==> src/rtl/parking_pkg.sv <==
// parking_pkg: shared digit width, entry FSM states and password clear value for the parking gate blocks
package parking_pkg;
    localparam int DIGIT_W = 2;
    typedef enum logic {ENTRY_IDLE, GOT_FIRST} entry_state_t;
    localparam logic [DIGIT_W-1:0] PASS_CLEAR = '0;
endpackage

==> src/rtl/parking_entry_frontend_debounce.sv <==
// sensor_debounce: 2-flop synchroniser plus stable-count debouncer for one raw sensor
module sensor_debounce #(
    parameter int DEBOUNCE_CYCLES = 16
) (
    input  logic clk,
    input  logic reset,
    input  logic raw,
    output logic debounced
);
    localparam int CW = $clog2(DEBOUNCE_CYCLES + 1);
    logic [1:0]    sync;
    logic [CW-1:0] cnt;
    always_ff @(posedge clk) begin
        if (reset) begin
            sync      <= '0;
            cnt       <= '0;
            debounced <= 1'b0;
        end else begin
            sync <= {sync[0], raw};
            if (sync[1] == debounced) begin
                cnt <= '0;
            end else if (cnt == CW'(DEBOUNCE_CYCLES - 1)) begin
                debounced <= ~debounced;
                cnt       <= '0;
            end else begin
                cnt <= cnt + CW'(1);
            end
        end
    end
endmodule

==> src/rtl/parking_entry_frontend.sv <==
// parking_entry_frontend: sensor debounce and two-digit keypad pair assembly for the gate controller.
// Define PARKING_ENTRY_TIMEOUT_EN to discard a half-entered pair after ENTRY_TIMEOUT idle cycles.
module parking_entry_frontend
    import parking_pkg::*;
#(
    parameter int DEBOUNCE_CYCLES = 16,
    parameter int ENTRY_TIMEOUT   = 1000
) (
    input  logic               clk,
    input  logic               reset,
    input  logic               sensor_entrance_raw,
    input  logic               sensor_exit_raw,
    input  logic               key_valid,
    input  logic [DIGIT_W-1:0] key_code,
    input  logic               key_clear,
    output logic               sensor_entrance,
    output logic               sensor_exit,
    output logic [DIGIT_W-1:0] password_1,
    output logic [DIGIT_W-1:0] password_2,
    output logic               pass_ready,
    output logic               entry_timeout
);
    if (DEBOUNCE_CYCLES < 1 || ENTRY_TIMEOUT < 1) begin : g_bad_param
        $error("parking_entry_frontend: DEBOUNCE_CYCLES and ENTRY_TIMEOUT must be >= 1");
    end

    sensor_debounce #(.DEBOUNCE_CYCLES(DEBOUNCE_CYCLES)) u_entrance (
        .clk(clk), .reset(reset), .raw(sensor_entrance_raw), .debounced(sensor_entrance)
    );
    sensor_debounce #(.DEBOUNCE_CYCLES(DEBOUNCE_CYCLES)) u_exit (
        .clk(clk), .reset(reset), .raw(sensor_exit_raw), .debounced(sensor_exit)
    );

    entry_state_t       state, state_d;
    logic [DIGIT_W-1:0] pending, pw1_d, pw2_d;
    logic               publish, capture, expire;

    always_ff @(posedge clk) begin
        if (reset) state <= ENTRY_IDLE;
        else       state <= state_d;
    end

    always_comb begin
        state_d = key_clear ? ENTRY_IDLE
                : key_valid ? (state == ENTRY_IDLE ? GOT_FIRST : ENTRY_IDLE)
                : expire    ? ENTRY_IDLE
                :             state;
    end

    // clear outranks a key, and a key outranks expiry
    always_comb begin
        publish = !key_clear && key_valid && state == GOT_FIRST;
        capture = !key_clear && key_valid && state == ENTRY_IDLE;
        pw1_d   = key_clear ? PASS_CLEAR : publish ? pending  : password_1;
        pw2_d   = key_clear ? PASS_CLEAR : publish ? key_code : password_2;
    end

    always_ff @(posedge clk) begin
        if (reset) begin
            pending    <= '0;
            password_1 <= PASS_CLEAR;
            password_2 <= PASS_CLEAR;
            pass_ready <= 1'b0;
        end else begin
            pending    <= capture ? key_code : pending;
            password_1 <= pw1_d;
            password_2 <= pw2_d;
            pass_ready <= publish;
        end
    end

`ifdef PARKING_ENTRY_TIMEOUT_EN
    localparam int TW = $clog2(ENTRY_TIMEOUT + 1);
    logic [TW-1:0] tcnt;
    assign expire = state == GOT_FIRST && !key_valid && tcnt == TW'(ENTRY_TIMEOUT - 1);
    always_ff @(posedge clk) begin
        if (reset) begin
            tcnt          <= '0;
            entry_timeout <= 1'b0;
        end else begin
            tcnt          <= (key_clear || key_valid || state == ENTRY_IDLE) ? '0 : tcnt + TW'(1);
            entry_timeout <= !key_clear && expire;
        end
    end
`else
    assign expire        = 1'b0;
    assign entry_timeout = 1'b0;
`endif
endmodule

==> config.mk <==
export PLATFORM = sky130hd
export DESIGN_NAME = parking_entry_frontend
export DESIGN_NICKNAME = d
export VERILOG_FILES = /design/src/rtl/parking_pkg.sv /design/src/rtl/parking_entry_frontend_debounce.sv /design/src/rtl/parking_entry_frontend.sv
export SDC_FILE = /design/constraint.sdc
export NUM_CORES = 1
export LEC_CHECK = 0
export BUFFER_PORTS_ARGS = -buffer_cell sky130_fd_sc_hd__buf_2
export CORE_MARGIN = 2
export CORE_UTILIZATION = 30
export DETAILED_ROUTE_END_ITERATION = 7
export HOLD_SLACK_MARGIN = 0.12
export SLEW_MARGIN = 20
export SYNTH_ARGS = -nofsm -noshare
export SYNTH_HDL_FRONTEND = slang
export SYNTH_SLANG_ARGS = --single-unit
==> constraint.sdc <==
create_clock -name clk -period 1.9 [get_ports clk]
set_input_delay 0.38 -clock clk [delete_from_list [all_inputs] [get_ports clk]]
set_output_delay 0.38 -clock clk [all_outputs]
set_load 0.02 [all_outputs]
# == After elaboration in Yosys (flattened, before gate mapping) ==
# Cells that the tools add are included.
# W data, S select, Z words.
# word_totals
reg_bits,24
# classes
add_sub_neg,2
n_eq_ne,4
muxes,1
bitwise_logic,5
n_reduce_logical,9
# ops
operator,count
$add A5 B1 Y5 const B,2
$eq A5 B4 Y1 const B,2
$reduce_or A3 Y1,2
$not A1 Y1,5
$reduce_and A2 Y1,2
$logic_and A1 B1 Y1,3
$eq A1 B1 Y1,2
$reduce_or A2 Y1,1
$logic_not A1 Y1,1
$mux W1,1

# == Depth between registers and ports, before layout ==
# logic_depth
word_depth,3
depth_mapped,5

# == Modules after synthesis ==
# Synthesis repeated with hierarchy kept, for this count alone.
# unflattened
hier_cells,91
hier_area_um2,947.2
# modules_own_cells
module,n_inst,cells_per_inst,area_per_inst_um2,seq_area_each_um2
sensor_debounce,2,27,286.5,160.2
parking_entry_frontend,1,37,374.1,160.2

# == Worst setup path after synthesis ==
# OpenSTA, ideal clock, no wires.
# synth_timing
path_kind,reg2reg
startpoint,register u_entrance.cnt[0]
endpoint,register u_entrance.cnt[2]
t_arrival_ns,1.372
setup_slack_ns,0.463
stages_incl_launch_ff,6
n_path_buf,0
synth_period_minus_slack_ns,1.437
cell_sequence,dfxtp_1 > ha_1 > and3_1 > ha_1 > or3_4 > nor2_1
# synth_between
elab_chain_len,2
word_cells_on_any_way,3
cone_classes,add/sub: 1; eq/ne: 1; reduce/logical: 1
# synth_rtl
item,line,text
"start, declared",parking_entry_frontend_debounce.sv:12,logic [CW-1:0] cnt;
"start signal, assigned",parking_entry_frontend_debounce.sv:26,cnt <= cnt + CW'(1);
branches (longest 2 deep; another with $add A5 B1 Y5),-,
# Parallel ways; which one is timed is not known.
# A chain may end at the register's enable or synchronous reset.

# == Final worst setup path ==
# Same ends and word-level chain as after synthesis.

==> flow_summary_export.csv <==
group,metric,value,unit
run_status,status,"finished, final reports clean",
power_and_ir_drop,power_density,804.3,mW/mm^2
cts,cts_max_level,1,
logic_synthesis,synth-seq-area-share,0.5356,
die,num_io_pins,16,
die,initial_core_util,0.3198,
sta,fin_setup_tns,0,ns
power_and_ir_drop,vdd_ir_drop_max,372.2,uV
sta,finalSetupViolCount,0,
drt,drc,0,
cts,cts-root-buf,"clkbuf_4",
setup_path,path_class,"flip-flop to flip-flop",
logic_synthesis,ys.warnings.count,0,
setup_path,reg2regPathDepth,5,
flow_run,max-cap-violations,0,
logic_synthesis,synthDistinctLibCells,20,
die,die_area,0.003444,mm^2
sta,min_period,1.541,ns
sta,finalHoldViolations,0,
setup_path,path_cells,"ha_1 -> and3_1 -> ha_1 -> or3_4 -> nor2_1",
placement,gp_congestion,0.6964,
drt,wl_per_cell,9.142,um
layout,nFillCells,294,
hold_path,holdPathStages,2,
logic_synthesis,netlist_area,897.1,um^2
hold_path,min_path_type,"primary input to flip-flop",
layout,multi_input_area,369.1,um^2
global_routing,antenna_found_initial,0,
sta,final-max-slew-violation-count,0,
sta,post-route-period-util,0.8110,
cts,clkSinkCount,24,
die,fp.dieH,58.69,um
cts,cts_tree,"built",
logic_synthesis,synth-seq-cells,24,
cts,holdBufCountCts,0,
sta,rsz0062_at_grt,"no",
layout,antennaDiodeCount,0,
setup_path,timing.rr.start,"u_entrance.cnt[0]$_SDFF_PP0_",
sta,holdWs,0.2773,ns
setup_path,crit_path_start_kind,"flip-flop",
logic_synthesis,syn_inst,90,
setup_path,crit_end,"u_entrance.cnt[2]$_SDFF_PP0_",
setup_path,path_max_fanout,5,
drt,vias,587,
drt,drt_first_iter_violations,7,
setup_path,slowest_stage,"or3_4",
die,chipWidth,58.69,um
layout,drive_gt1_frac,0.2136,
logic_synthesis,synth.net_count,102,
setup_path,r2r_end,"u_entrance.cnt[2]$_SDFF_PP0_",
layout,fin_util,0.3599,
layout,seqCellArea,480.5,um^2
cts,postCtsSetupRepairBufs,0,
layout,syn_to_final_growth,12.55,%
drt,antenna_left,0,
power_and_ir_drop,p_leak,0.4060,nW
layout,layout.nets,116,
cts,clk_path_buf_depth,2,
placement,hpwl,971.1,um
setup_path,endpoint_kind,"flip-flop",
setup_path,worst-path-buf-inv,0,
logic_synthesis,syn_area_per_cell,9.968,um^2
cts,numCtsBuffers,3,
drt,routed_wl,1225,um
cts,path_clk_slew,0.12,ns
global_routing,grt_pass1_vias,554,
global_routing,track_usage,0.07809,
setup_path,worstSetupStartpoint,"u_entrance.cnt[0]$_SDFF_PP0_",
cts,worstSkewPairLatency,0.30,ns
die,coreArea,0.002805,mm^2
global_routing,grt_pass1_wl,2104,um
drt,dr.pass1.iters,2,
setup_path,reg2reg_slack,0.36,ns
setup_path,path_depth,5,
setup_path,crit_arrival,1.79,ns
setup_path,required,2.15,ns
cts,ctsResizeCount,0,
setup_path,max_stage_delay,0.42,ns
setup_path,cp_common_cell,"ha_1",
setup_path,crit_family,"simple AND/OR/NAND/NOR gates",
global_routing,grt-ovfl-total,0,
global_routing,grt_max_degree,14,
drt,vias_per_cell,4.381,
die,num_rows,19,
placement,port_buffers,14,
sta,skew,0.002918,ns
sta,timing.fmax,0.6490,GHz
==> per-layer routing <==
layer | vias up | track usage | share of wire
met5 | - | 0 | 0
met4 | 0 | 0.03896 | 0.0065
met3 | 2 | 0.01319 | 0.037
met2 | 13 | 0.1380 | 0.46
met1 | 262 | 0.09066 | 0.50
li1 | 310 | - | -
==> per-stage QoR <==
| step | instances | instance area, um^2 | power (mW) | setup WS, ns |
|---|---|---|---|---|
| after global routing | 134 | 1010 | 0.8483 | 0.2879 |
| after CTS | 134 | 1010 | 0.8238 | 0.3511 |
| after floorplan | 90 | 897.1 | 0.5614 | 0.4634 |
| after detailed placement | 130 | 973.4 | 0.5692 | 0.3835 |
| after global placement | 130 | 973.4 | 0.5681 | 0.4139 |
| final | 134 | 1010 | 0.8122 | 0.3592 |
==> state kept, by name, summed over array words and instances, names as in the netlist <==
name                  flops
state                     1
password_2                2
pending                   2
u_exit.cnt                5
password_1                2
u_exit.debounced          1
u_entrance.cnt            5
u_entrance.sync           2
u_entrance.debounced      1
pass_ready                1
u_exit.sync               2
==> how the worst min path moves through the flow <==
stage,start,to
6_report,sensor_exit_raw,u_exit.sync[0]$_SDFF_PP0_
5_1_grt,sensor_entrance_raw,u_entrance.sync[0]$_SDFF_PP0_
4_1_cts,sensor_exit_raw,u_exit.sync[0]$_SDFF_PP0_
3_5_place_dp,u_exit.sync[0]$_SDFF_PP0_,u_exit.sync[1]$_SDFF_PP0_
3_3_place_gp,u_exit.sync[0]$_SDFF_PP0_,u_exit.sync[1]$_SDFF_PP0_
2_1_floorplan,u_entrance.sync[0]$_SDFF_PP0_,u_entrance.sync[1]$_SDFF_PP0_
==> power breakdown <==
group          total [mW]  internal, mW  switching (mW)
Sequential          0.519         0.512         0.00650
Combinational      0.0385        0.0186          0.0199
Clock               0.255         0.117           0.138
==> layout make-up <==
type	instances	share of cell area
inverter	4	0.01487
timing repair buffer	14	0.06939
tap	31	0.03841
multi-input combinational	57	0.3656
sequential	24	0.4758
clock buffer	4	0.03594
==> cells by family (layout without fill, tap and decap cells) <==
logic type | count (synthesis) | in the layout | synth area share
simple gates | 37 | 37 | 0.2162
flops | 24 | 24 | 0.5356
buf+inv | 9 | 22 | 0.05299
xor+xnor | 7 | 7 | 0.06834
fa+ha+maj | 4 | 4 | 0.05579
compound gates | 4 | 4 | 0.02232
mux | 4 | 4 | 0.04463
other cells | 1 | 1 | 0.004180
==> cell usage after synthesis (all sizes together) <==
cell | count | area [um^2]
dfxtp | 24 | 480.5
nor2 | 16 | 60.06
nand3 | 6 | 30.03
nand2 | 5 | 18.77
xnor2 | 5 | 43.79
a21oi | 4 | 20.02
buf | 4 | 28.78
ha | 4 | 50.05
inv | 4 | 15.01
mux2i | 4 | 40.04
nor2b | 4 | 25.02
and3 | 2 | 12.51
or3 | 2 | 22.52
xor2 | 2 | 17.52
clkbuf | 1 | 3.750
conb | 1 | 3.750
nor3b | 1 | 18.77
or2 | 1 | 6.260
==> cell usage in the layout (no fill, tap or decap), drive strengths merged, types with 4 or more instances in the layout <==
cell | synthesis | routed
dfxtp | 24 | 24
nor2b | 4 | 4
nor2 | 16 | 16
clkbuf | 1 | 4
inv | 4 | 4
ha | 4 | 4
xnor2 | 5 | 5
mux2i | 4 | 4
a21oi | 4 | 4
nand3 | 6 | 6
buf | 4 | 14
nand2 | 5 | 5
(Power assumes the default switching activity.)
